<file path="config.mk">
export PLATFORM = sky130hd
export DESIGN_NAME = pmem_burst_responder
export DESIGN_NICKNAME = d
export VERILOG_FILES = /design/src/rtl/pmem_burst_responder_pkg.sv /design/src/rtl/pmem_burst_responder_line_buffer.sv /design/src/rtl/pmem_burst_responder.sv
export SDC_FILE = /design/constraint.sdc
export NUM_CORES = 1
export LEC_CHECK = 0
export ABC_AREA = 1
export CAP_MARGIN = 25
export CORE_UTILIZATION = 30
export DETAILED_ROUTE_END_ITERATION = 10
export SLEW_MARGIN = 0
export SYNTH_ARGS = -nofsm -noshare
export SYNTH_HDL_FRONTEND = slang
export SYNTH_HIERARCHICAL = 1
export SYNTH_SLANG_ARGS = --single-unit
</file>
<file path="constraint.sdc">
create_clock -name clk -period 7.2 [get_ports clk]
set_input_delay 1.44 -clock clk [delete_from_list [all_inputs] [get_ports clk]]
set_output_delay 1.44 -clock clk [all_outputs]
set_load 0.005 [all_outputs]
</file>
<file path="src/rtl/pmem_burst_responder_pkg.sv">
// Shared types and constants for the physical-memory line responder:
// line/word widths, beat index type and the responder FSM state encoding.
package pmem_burst_responder_pkg;

    localparam int WORD_W              = 16;
    localparam int LC3B_WORDS_PER_LINE = 8;
    localparam int LINE_W              = WORD_W * LC3B_WORDS_PER_LINE;
    localparam int BEAT_W              = $clog2(LC3B_WORDS_PER_LINE);

    typedef logic [WORD_W-1:0] lc3b_word;
    typedef logic [LINE_W-1:0] lc3b_burst;
    typedef logic [BEAT_W-1:0] beat_idx_t;

    typedef enum logic [1:0] {
        IDLE,
        RD_BEAT,
        WR_BEAT,
        DONE
    } pmem_resp_state_t;

    localparam beat_idx_t LAST_BEAT = beat_idx_t'(LC3B_WORDS_PER_LINE - 1);

    function automatic lc3b_word sat_inc(input lc3b_word value);
        return (value == '1) ? value : value + 1'b1;
    endfunction

endpackage

</file>
<file path="src/rtl/pmem_burst_responder_line_buffer.sv">
// pmem_line_buffer: one 128-bit line register with full-line load, word-indexed
// load and word-indexed read mux. Used for write-line hold and read-line assembly.
module pmem_line_buffer
    import pmem_burst_responder_pkg::*;
(
    input  logic              clk,
    input  logic              rst,
    input  logic              line_load,
    input  logic [LINE_W-1:0] line_in,
    input  logic              word_load,
    input  logic [BEAT_W-1:0] word_idx,
    input  logic [WORD_W-1:0] word_in,
    input  logic [BEAT_W-1:0] word_sel,
    output logic [WORD_W-1:0] word_out,
    output logic [LINE_W-1:0] line_out
);

    lc3b_burst line_q;

    // NOTE: this is a flop array, not an SRAM macro, so it can and must be
    // cleared by reset; a real RAM would be left unreset and qualified instead.
    always_ff @(posedge clk or posedge rst) begin
        if (rst) begin
            line_q <= '0;
        end else if (line_load) begin
            line_q <= line_in;
        end else if (word_load) begin
            line_q[word_idx*WORD_W +: WORD_W] <= word_in;
        end
    end

    assign word_out = line_q[word_sel*WORD_W +: WORD_W];
    assign line_out = line_q;

endmodule

</file>
<file path="src/rtl/pmem_burst_responder.sv">
// Serialises 128-bit line read/write requests into 8 sequential 16-bit SRAM beats.
// Optional build macro PMEM_PERF_CNT_EN adds saturating completed-line counters.
module pmem_burst_responder
    import pmem_burst_responder_pkg::*;
(
    input  logic              clk,
    input  logic              rst,
    input  logic              read,
    input  logic              write,
    input  logic [WORD_W-1:0] address,
    input  logic [LINE_W-1:0] wdata,
    output logic              resp,
    output logic [LINE_W-1:0] rdata,
    output logic              sram_req,
    output logic              sram_we,
    output logic [WORD_W-1:0] sram_addr,
    output logic [WORD_W-1:0] sram_wdata,
    input  logic              sram_ack,
    input  logic [WORD_W-1:0] sram_rdata
`ifdef PMEM_PERF_CNT_EN
    ,
    output logic [WORD_W-1:0] pmem_read_count,
    output logic [WORD_W-1:0] pmem_write_count
`endif
);

    pmem_resp_state_t state_q, state_n;
    beat_idx_t        beat_q, beat_n, beat_next;
    logic [11:0]      base_q, base_n;
    logic             req_n, we_n;
    lc3b_word         addr_n, swd_n;
    logic             accept, rd_store;
    lc3b_word         wr_word;
    lc3b_word         unused_rd_word;
    lc3b_burst        unused_wr_line;
    logic [3:0]       unused_addr_lo;

    assign unused_addr_lo = address[3:0];
    assign beat_next      = beat_q + 1'b1;

    pmem_line_buffer u_wr_line (
        .clk       (clk),
        .rst       (rst),
        .line_load (accept),
        .line_in   (wdata),
        .word_load (1'b0),
        .word_idx  ('0),
        .word_in   ('0),
        .word_sel  (beat_next),
        .word_out  (wr_word),
        .line_out  (unused_wr_line)
    );

    pmem_line_buffer u_rd_line (
        .clk       (clk),
        .rst       (rst),
        .line_load (1'b0),
        .line_in   ('0),
        .word_load (rd_store),
        .word_idx  (beat_q),
        .word_in   (sram_rdata),
        .word_sel  ('0),
        .word_out  (unused_rd_word),
        .line_out  (rdata)
    );

    // NOTE: sequential state uses non-blocking assignments so every flop samples
    // pre-edge values regardless of process ordering.
    always_ff @(posedge clk or posedge rst) begin
        if (rst) begin
            state_q    <= IDLE;
            beat_q     <= '0;
            base_q     <= '0;
            sram_req   <= 1'b0;
            sram_we    <= 1'b0;
            sram_addr  <= '0;
            sram_wdata <= '0;
        end else begin
            state_q    <= state_n;
            beat_q     <= beat_n;
            base_q     <= base_n;
            sram_req   <= req_n;
            sram_we    <= we_n;
            sram_addr  <= addr_n;
            sram_wdata <= swd_n;
        end
    end

    // NOTE: every output of this block is given a default first, so no path
    // through the case leaves a signal unassigned and no latch is inferred.
    always_comb begin
        state_n  = state_q;
        beat_n   = beat_q;
        base_n   = base_q;
        req_n    = sram_req;
        we_n     = sram_we;
        addr_n   = sram_addr;
        swd_n    = sram_wdata;
        accept   = 1'b0;
        rd_store = 1'b0;

        unique case (state_q)
            IDLE: begin
                if (write || read) begin
                    accept  = 1'b1;
                    state_n = write ? WR_BEAT : RD_BEAT;
                    beat_n  = '0;
                    base_n  = address[15:4];
                    req_n   = 1'b1;
                    we_n    = write;
                    addr_n  = {address[15:4], 4'b0000};
                    swd_n   = wdata[WORD_W-1:0];
                end
            end
            RD_BEAT, WR_BEAT: begin
                // Backend outputs only move on ack, so a stalled beat stays stable.
                if (sram_ack) begin
                    rd_store = (state_q == RD_BEAT);
                    if (beat_q == LAST_BEAT) begin
                        state_n = DONE;
                        req_n   = 1'b0;
                    end else begin
                        beat_n = beat_next;
                        addr_n = {base_q, beat_next, 1'b0};
                        swd_n  = wr_word;
                    end
                end
            end
            DONE: begin
                state_n = IDLE;
            end
            default: begin
                state_n = IDLE;
            end
        endcase
    end

    assign resp = (state_q == DONE);

`ifdef PMEM_PERF_CNT_EN
    // sram_we still holds the finished transaction's direction while in DONE.
    always_ff @(posedge clk or posedge rst) begin
        if (rst) begin
            pmem_read_count  <= '0;
            pmem_write_count <= '0;
        end else if (state_q == DONE) begin
            if (sram_we) begin
                pmem_write_count <= sat_inc(pmem_write_count);
            end else begin
                pmem_read_count <= sat_inc(pmem_read_count);
            end
        end
    end
`endif

endmodule

</file>
==> metrics.txt, run 1 <==
outcome=finished clean; Std-Cell Rows=88; Setup TNS Final=0 ns; Core ar.=0.0579 mm2; max cap viols=0; Die X=245 um; Finished Layout Cells=3730; Port Buf Inserts=322; share of cells above drive strength 1=5.03%; Clock Tree Buf Depth=3; clk sinks=303; commonest non-fill, non-tap cell in the layout=nand2_1; post-layout min period=4.13 ns; Crit. End Element=register; Die Ht=245 um; post-route ant nets=0; Cells after DPL=3668; number of global-route vias before repair=16900; total congestion overflow=0; crit-path max FO=73; P_leak=11.4 nW; Setup crit start kind=input pin; worst path arrival time=4.62 ns; Synth Cell Area=0.0177 mm2; initial antenna violation count=6; final count of hold timing violations=0; average instance area after synthesis=6.84 um2; worst hold slack=0.469 ns; DR pass1 iterations=5; largest net degree at the start of global routing=135; drt drc=0; post-CTS sizing=0; Via-to-Cell Ratio=4.82; HPWL Detailed=45000 um; final worst path period share=57.4%; post-place setup slack=2.51 ns; global-route wire length before repair=99700 um; Rel. slew slack=34.4%; RSZ-0062 raised after global routing=false; H-Tree Depth=2; CTS tree=done; Initial Util=30.5%; Syn Inst Count=2584; Setup Fix Bufs, Post-CTS=0; final setup fails=0; Layout area overhead=29.4%; utilization after layout=39.5%; initial drt markers=1608; commonest cells after routing, fill and taps aside=nand2_1 (1145), clkdlybuf4s50_1 (322), dfrtp_1 (303), nand3_1 (251), nor2_1 (179); pins over their slew limit=0; Highest Clock Rate=242 MHz; Max VDD drop=0.163 mV; GRT Total Usage=21.4%; full die area=0.0599 mm2; CP cell instances=clkdlybuf4s50_1 -> o21ai_2 -> inv_4 -> clkinv_2 -> nand2_2 -> nand2_1 -> nand2_1; YS warnings=6; number of fill cells in the layout=6183; Worst path max stage delay=0.84 ns; Slowest-stage cell, CP=clkinv_2; Largest delay share family, worst path=buffers and inverters; Skew-Pair Late Insertion Delay=0.58 ns; setup ws final=3.07 ns; Data required, critical path=7.68 ns; vias=18000; Buf/Inv on CP=3; clk_skew=0.0416 ns; Worst Hold Class=reg2reg; I/O Pins=328; crit path kind=in2reg; Most Frequent Cell on Critical Path=nand2_1; PD cells=361 mW/mm2; final wirelength=65400 um; routed len/inst=17.5 um; layout net count=3120; gp weighted congestion=0.860; clock-pin slew on the worst setup and hold paths=0.06 ns; Hold-fix buffers, CTS=0; total CTS buffers=37; clock root cell=clkbuf_16; Worst-Margin Slew=0.983 ns
-- stage by stage --
stage / total power (W) / instance area (um2)
after global routing: 0.00883 / 22900
after global placement: 0.00627 / 21700
final: 0.00827 / 22900
after CTS: 0.00820 / 22900
after floorplan: 0.00507 / 18300
after detailed placement: 0.00630 / 21700
-- report_power, final --
part	internal, W	leakage [nW]	total (W)	switching (W)
registers	0.00222	3.87	0.00252	0.000292
clock network	0.00109	0.572	0.00188	0.000784
logic	0.00122	6.94	0.00387	0.00266
total	0.00453	11.4	0.00827	0.00373
-- routing by layer --
metal	vias to the layer above	GRT usage, %	share of wire (%)
met4	8	7.48	3.3
met1	8347	28.2	42
li1	8809	-	-
met5	-	0	0.080
met2	701	35.3	47
met3	113	3.47	7.6
-- registers in the layout, indices dropped and copies added (netlist names) --
| register | count |
|---|---|
| sram_addr | 13 |
| sram_wdata | 16 |
| base_q | 12 |
| state_q | 2 |
| sram_req | 1 |
| u_wr_line/line_out | 128 |
| u_rd_line/line_out | 128 |
| beat_q | 2 |
| sram_we | 1 |
-- worst reg2reg max path, delay by kind of cell (launching register included) --
family,cells,cell delay (ns)
buffers and inverters,4,1.48
AND/OR/NAND/NOR,4,1.24
adder cells (fa/ha/maj),2,0.57
AO/OA/AOI/OAI,1,0.09
flip-flops,1,0.35
-- worst paths after layout --
path                                                to      startpoint  cells after the start  slack (ns)
worst max-delay path            u_wr_line/line_out[22]           write                      7        3.07
worst min-delay path                    sram_wdata[13]  sram_wdata[13]                      2        0.47
worst max register to register  u_rd_line/line_out[27]       beat_q[0]                     11        3.40
worst min register to register          sram_wdata[13]  sram_wdata[13]                      2        0.47
max in group asynchronous        u_wr_line/line_out[8]             rst                      3        4.23
min in group asynchronous               sram_wdata[12]             rst                      2        1.39
-- layout make-up --
type / count / area, um2 / share of cell area [%]
Multi-Input combinational cell: 2126 / 9290 / 40.6
Antenna cell: 1 / 2.50 / 0.0109
Timing Repair Buffer: 336 / 3340 / 14.6
Clock buffer: 53 / 1060 / 4.62
Clock inverter: 8 / 123 / 0.536
Sequential cell: 303 / 7580 / 33.1
Tap cell: 765 / 957 / 4.18
Inverter: 138 / 529 / 2.31
Note: power is estimated with default switching activity, not from simulation.
==> run 2, diff against run 1 <==
==> constraint.sdc (replaced) <==
create_clock -name clk -period 4.13 [get_ports clk]
set_input_delay 0.826 -clock clk [delete_from_list [all_inputs] [get_ports clk]]
set_output_delay 0.826 -clock clk [all_outputs]
set_load 0.005 [all_outputs]
==> metrics.txt, run 2 (same netlist as run 1, synthesis figures left out) <==
final count of hold timing violations=0 (unchanged); drt drc=0 (unchanged); Die X=245 um (unchanged); CP cell instances=buf_4 -> inv_2 -> ha_1 -> ha_1 -> inv_2 -> nand3_2 -> nor2_2 -> nand3_2 -> nand2_2 -> nand2_1 -> nand2_1 (was clkdlybuf4s50_1 -> o21ai_2 -> inv_4 -> clkinv_2 -> nand2_2 -> nand2_1 -> nand2_1); final setup fails=0 (unchanged); Std-Cell Rows=88 (unchanged); layout net count=3144 (was 3120); DR pass1 iterations=6 (was 5); PD cells=634 mW/mm2 (was 361 mW/mm2); Port Buf Inserts=322 (unchanged); worst hold slack=0.466 ns (was 0.469 ns); Via-to-Cell Ratio=4.80 (was 4.82); CTS tree=done (unchanged); Layout area overhead=31.1% (was 29.4%); total CTS buffers=37 (unchanged); full die area=0.0599 mm2 (unchanged); worst path arrival time=3.63 ns (was 4.62 ns); clock root cell=clkbuf_16 (unchanged); H-Tree Depth=2 (unchanged); Worst Hold Path EP=sram_addr[7] (was sram_wdata[13]); outcome=finished clean (unchanged); routed len/inst=17.4 um (was 17.5 um); post-layout min period=3.13 ns; RSZ-0062 raised after global routing=false (unchanged); Worst-Margin Slew=0.912 ns (was 0.983 ns); Data required, critical path=4.63 ns (was 7.68 ns); commonest cells after routing, fill and taps aside=nand2_1 (1145), clkdlybuf4s50_1 (322), dfrtp_1 (303), nand3_1 (251), nor2_1 (179) (unchanged); R2R Setup Slk=1.00 ns (was 3.40 ns); clk sinks=303 (unchanged); Crit. End Element=register (unchanged); Post-Place Cell Area=0.0219 mm2 (was 0.0217 mm2); gp weighted congestion=0.887 (was 0.860); Worst R2R Start=beat_q[0] (unchanged); Worst path max stage delay=0.48 ns (was 0.84 ns); worst r2r dst=u_rd_line/line_out[47] (was u_rd_line/line_out[27]); final worst path period share=75.7%; P_leak=11.5 nW (was 11.4 nW); Max VDD drop=0.312 mV (was 0.163 mV); Highest Clock Rate=320 MHz; final wirelength=65200 um (was 65400 um); crit path kind=reg2reg (was in2reg); number of fill cells in the layout=6193 (was 6183); initial drt markers=1739 (was 1608); Hold-fix buffers, CTS=0 (unchanged); I/O Pins=328 (unchanged); length in cells of the worst reg-to-reg path=11 (unchanged); post-route ant nets=0 (unchanged); crit-path max FO=39 (was 73); Rel. slew slack=39.1% (was 34.4%); HPWL Detailed=46300 um (was 45000 um); share of cells above drive strength 1=5.85% (was 5.03%); hold_sp=sram_addr[7] (was sram_wdata[13]); Slowest-stage cell, CP=inv_2 (was clkinv_2); GRT Total Usage=21.7% (was 21.4%); largest net degree at the start of global routing=135 (unchanged); total congestion overflow=0 (unchanged); clock-pin slew on the worst setup and hold paths=0.06 ns (about the same); Worst Hold Class=reg2reg (unchanged); Hold Path Cell Cnt=2 (unchanged); commonest non-fill, non-tap cell in the layout=nand2_1 (unchanged); Largest delay share family, worst path=simple AND/OR/NAND/NOR gates (was buffers and inverters); Buf/Inv on CP=3 (unchanged); pins over their slew limit=0 (unchanged); clk_skew=0.0388 ns (was 0.0416 ns); vias=18000 (about the same); Initial Util=30.5% (unchanged); number of global-route vias before repair=16900 (about the same); global-route wire length before repair=100000 um (was 99700 um); Die Ht=245 um (unchanged); max cap viols=0 (unchanged); final instance area=0.0232 mm2 (was 0.0229 mm2); Setup crit start kind=register (was input pin); Setup TNS Final=0 ns (unchanged); Skew-Pair Late Insertion Delay=0.57 ns (was 0.58 ns); Setup Fix Bufs, Post-CTS=0 (unchanged); Core ar.=0.0579 mm2 (unchanged); initial antenna violation count=7 (was 6); utilization after layout=40.0% (was 39.5%); Clock Tree Buf Depth=3 (unchanged); post-CTS sizing=0 (unchanged)
[run 2: layout make-up]
type	instances	area, um2	area share [%]
clock buffers	53	1060	4.56
repair buffers	360	3570	15.4
clock inverters	11	185	0.799
well taps	765	957	4.13
inverters	138	532	2.29
diodes	2	5.00	0.0216
flip-flops and latches	303	7580	32.7
multi-input cells	2126	9290	40.1
[run 2: power breakdown]
| part | switching (W) | internal (W) | leakage, nW |
|---|---|---|---|
| clock | 0.00135 | 0.00204 | 0.609 |
| sequential | 0.000506 | 0.00388 | 3.87 |
| combinational | 0.00464 | 0.00227 | 7.06 |
[run 2: per-stage QoR]
stage / setup slack, ns / total power (W) / instances
6_report: 1.00 / 0.0147 / 3758
5_1_grt: 0.608 / 0.0158 / 3756
4_1_cts: 1.02 / 0.0146 / 3756
3_5_place_dp: 1.05 / 0.0112 / 3692
3_3_place_gp: 1.12 / 0.0111 / 3690
2_1_floorplan: 1.72 / 0.00883 / 2741
[run 2: worst reg2reg max path, stage by stage (launching register included)]
cell,delay (ns)
dfrtp_1,0.42
buf_4,0.29
inv_2,0.07
ha_1,0.21
ha_1,0.23
inv_2,0.48
nand3_2,0.17
nor2_2,0.19
nand3_2,0.37
nand2_2,0.44
nand2_1,0.12
nand2_1,0.07
[run 2: worst max path at each step]
| stage | from | endpoint | slack [ns] | cells past startpoint |
|---|---|---|---|---|
| 3_3_place_gp | beat_q[0] | u_rd_line/line_out[34] | 1.12 | 11 |
| 5_1_grt | beat_q[0] | u_rd_line/line_out[41] | 0.61 | 11 |
| 3_5_place_dp | beat_q[0] | u_rd_line/line_out[47] | 1.05 | 11 |
| 2_1_floorplan | rst | u_rd_line/line_out[0] | 1.72 | 1 |
| 6_report | beat_q[0] | u_rd_line/line_out[47] | 1.00 | 11 |
| 4_1_cts | beat_q[0] | u_rd_line/line_out[47] | 1.02 | 11 |
[run 2: per-layer routing]
metal | track usage, % | share of wire [%] | up-vias
met5 | 0 | 0.081 | -
met4 | 7.72 | 3.4 | 8
met3 | 4.03 | 7.9 | 110
met2 | 34.8 | 46 | 728
met1 | 29.0 | 42 | 8334
li1 | - | - | 8852
==> variant 1, RTL diff (config.mk and constraints of run 2) <==
Encoding of `pmem_resp_state_t`: now one-hot (4 bits for 4 states).
--- a/src/rtl/pmem_burst_responder_pkg.sv
+++ b/src/rtl/pmem_burst_responder_pkg.sv
@@ -12,9 +12,9 @@
     typedef logic [BEAT_W-1:0] beat_idx_t;
 
-    typedef enum logic [1:0] {
-        IDLE,
-        RD_BEAT,
-        WR_BEAT,
-        DONE
+    typedef enum logic [3:0] {
+        IDLE    = 4'b0001,
+        RD_BEAT = 4'b0010,
+        WR_BEAT = 4'b0100,
+        DONE    = 4'b1000
     } pmem_resp_state_t;
 
Formal check against the unedited RTL: no difference found for any inputs over 4 cycles, from zero or initial values and one cycle with rst high; so few cycles prove little.
==> variant 1 against run 2 <==
Wire length shrank 0.29%; final cell count grew 0.11%; power shrank 3.8%; worst setup slack gained 0.21 ns; fmax grew 7.2%; sequential cell count grew 2; die area shrank 0.25%; final area shrank 0.22%; synthesized cell count is essentially flat; synthesized area shrank 0.25%; clock skew shrank 0.011 ns; highest routed layer unchanged.
==> variant 1: results (changes against run 2) <==
Status
  • Status: complete, no violations

Power and ir drop
  • P_int: 0.00799 W (-2.4%)
  • Pwr/cell area: 611 nW/um^2 (-3.6%)
  • Logic power comb: 0.00631 W (-8.7%)
  • Static Leak: 11.4 nW (-1.1%)

Global routing
  • M1 GR Usage: 0.280 (-0.00944)
  • First-pass GRT wire length: 99.5 mm (-0.86%)
  • Grt met2 use: 0.346 (-0.00202)
  • Total GRT Usage: 0.214 (-0.00222)

Timing
  • Tcrit/Tclk final: 0.707 (-0.0506)

Placement
  • GPL Wtd Cong: 0.879 (-0.85%)
  • Placed cells: 3688 (-0.11%)
  • Worst slack at placement: 0.916 ns (-0.130 ns)

Critical path
  • Worst Path Arrival: 3.35 ns (-0.28 ns)
  • CP max stage cell: nand2_2
  • R2R cell count: 8 (-3)
  • Reg-to-Reg Start: state_q[2]

Routing
  • Metal2 WL: 30.2 mm (+0.54%)
  • Pre-Repair DR Iteration Count: 5 (-1)
  • Vias/cell: 4.79 (-0.17%)

Finish
  • Share of cells above drive strength 1: 0.0585 (about the same)
  • Non-filler instance count after layout: 3762 (+0.11%)

Clock tree
  • TritonCTS Buffers: 38 (+2.7%)
  • # clock sinks: 305 (+0.66%)

Logic synthesis
  • Syn avg cell area: 6.82 sq um (-0.29%)
[variant 1: worst min-delay path by stage]
stage                                  from                       to  slack (ns)  cells past startpoint
floorplan            u_wr_line/line_out[32]   u_wr_line/line_out[32]        0.44                      2
global placement     u_rd_line/line_out[49]   u_rd_line/line_out[49]        0.46                      2
detailed placement            sram_wdata[7]            sram_wdata[7]        0.46                      2
CTS                           sram_addr[12]            sram_addr[12]        0.47                      2
global route        u_wr_line/line_out[101]  u_wr_line/line_out[101]        0.49                      2
finish                        sram_addr[12]            sram_addr[12]        0.47                      2
[variant 1: cell type report]
| cell class | count | area, sq um |
|---|---|---|
| fill | 6230 | 34800 |
| multi-input combinational | 2129 | 9230 |
| sequential | 305 | 7630 |
| timing repair buffer | 354 | 3510 |
| clock buffer | 55 | 1080 |
| tap | 765 | 957 |
| inverter | 135 | 520 |
| clock inverter | 15 | 174 |
| antenna | 4 | 10.0 |
==> variant 2, RTL diff (settings of run 2) <==
Without the edit above. The option `PMEM_PERF_CNT_EN` is turned on by a define.
--- a/src/rtl/pmem_burst_responder.sv
+++ b/src/rtl/pmem_burst_responder.sv
@@ -1,4 +1,6 @@
 // Serialises 128-bit line read/write requests into 8 sequential 16-bit SRAM beats.
 // Optional build macro PMEM_PERF_CNT_EN adds saturating completed-line counters.
+`define PMEM_PERF_CNT_EN
+
 module pmem_burst_responder
     import pmem_burst_responder_pkg::*;
Behaviour (old outputs only; new: pmem_read_count and pmem_write_count): no difference found for any inputs over 4 cycles, from zero or initial values and one cycle with rst high; that may be too few to reach the edited logic, so the function may still have changed.
==> variant 2 against run 2 <==
Wire length increased by 7.0%; worst setup slack got worse by 0.31 ns; clock skew decreased by 0.019 ns; via count increased by 6.8%; final area increased by 9.1%; critical endpoint is now u_rd_line/line_out[105]; critical path type unchanged; clock power increased by 6%; sequential cell count increased by 32; highest routed layer is now met4; synthesized area increased by 9.5%; power increased by 4.2%; sequential share of layout area increased by 0.43 points; global-route usage decreased by 0.57 points.
==> variant 2: results (changes against run 2) <==
Status
  • Status: complete, no violations

Critical path
  • CP max FO: 20 (-49%)

Routing
  • Per-cell routed wire length: 17.0 um (-1.9%)
  • DR iter-0 viols: 1701 (-2.2%)
  • Pre-Repair DR Iteration Count: 9 (+3)
  • Vias/cell: 4.70 (-2.0%)

Global routing
  • Vias in the first global route: 18100 (+6.8%)
  • Initial antenna violation count: 0 (-7)
  • Total GRT Usage: 0.211 (-0.00567)

Power and ir drop
  • Static Leak: 12.3 nW (+6.4%)
  • Net Switching: 0.00657 W (+1.1%)
  • Peak VDD IR: 0.271 mV (-13%)

Logic synthesis
  • Syn avg cell area: 6.88 sq um (+0.56%)

Clock tree
  • Setup bufs post-CTS: 0 (unchanged)
  • TritonCTS Buffers: 40 (+8.1%)
  • CTS root buf: clkbuf_16

Placement
  • Placed cells: 4026 (+9.0%)
  • Buffers on Ports: 354 (+9.9%)
  • Post-detail-place hpwl: 50.5 mm (+9.1%)
  • Worst slack at placement: 0.700 ns (-0.346 ns)

Timing
  • Actual slew at the worst max-slew pin: 0.924 ns (+0.0121 ns)
  • Fin Clk Skew: 0.0196 ns (-0.0191 ns)

Finish
  • Ant diodes: 0 (-2)
  • Fin nets: 3402 (+8.2%)
  • # fillers: 6707 (+8.3%)
  • Non-filler instance count after layout: 4097 (+9.0%)
  • Share of cells above drive strength 1: 0.0526 (-0.00591)
==> variant 2: worst paths after layout <==
kind / startpoint / endpoint / slack, ns / cells after the start
worst min register to register: u_wr_line/line_out[98] / u_wr_line/line_out[98] / 0.47 / 2
worst max-delay path: beat_q[0] / u_rd_line/line_out[105] / 0.69 / 9
max in group asynchronous: rst / u_wr_line/line_out[93] / 2.19 / 3
worst min-delay path: u_wr_line/line_out[98] / u_wr_line/line_out[98] / 0.47 / 2
min in group asynchronous: rst / u_rd_line/line_out[50] / 1.02 / 2
worst max register to register: beat_q[0] / u_rd_line/line_out[105] / 0.69 / 9
==> variant 2: stage by stage <==
stage | area, sq um | power, W | util | hold WS, ns
floorplan | 20000 | 0.00914 | - | 0.444
global placement | 24000 | 0.0115 | 0.378 | 0.457
detailed placement | 24000 | 0.0116 | 0.378 | 0.460
CTS | 25300 | 0.0152 | 0.399 | 0.476
global route | 25300 | 0.0164 | 0.399 | 0.490
finish | 25300 | 0.0153 | 0.399 | 0.471
==> variant 2: metal layers <==
| metal | up-vias | share of wire | GRT usage |
|---|---|---|---|
| li1 | 9665 | - | - |
| met1 | 8836 | 0.47 | 0.301 |
| met2 | 646 | 0.45 | 0.327 |
| met3 | 120 | 0.055 | 0.0295 |
| met4 | 0 | 0.033 | 0.0667 |
| met5 | - | 0 | 0 |
==> variant 2: worst max-delay path, cell delays in order, from the launching register on <==
cell,delay [ns]
dfrtp_1,0.49
inv_2,0.23
ha_1,0.28
ha_1,0.31
buf_4,0.22
inv_1,0.60
nand3_2,0.56
nand2_2,0.48
nand2_1,0.11
nand2_1,0.07
==> variant 2: area by class of cell <==
cell class / instances / area share
Multi-Input combinational cell: 2280 / 0.397
Sequential cell: 335 / 0.331
Timing Repair Buffer: 384 / 0.150
Clock buffer: 61 / 0.0475
Tap cell: 846 / 0.0419
Inverter: 183 / 0.0278
Clock inverter: 8 / 0.00386
==> variant 2: power by group through the flow <==
stage | combinational (W) | sequential, W | clock [W]
6_report | 0.00688 | 0.00485 | 0.00358
5_1_grt | 0.00768 | 0.00497 | 0.00378
4_1_cts | 0.00672 | 0.00484 | 0.00367
3_5_place_dp | 0.00669 | 0.00488 | 0
3_3_place_gp | 0.00665 | 0.00488 | 0
2_1_floorplan | 0.00440 | 0.00474 | 0
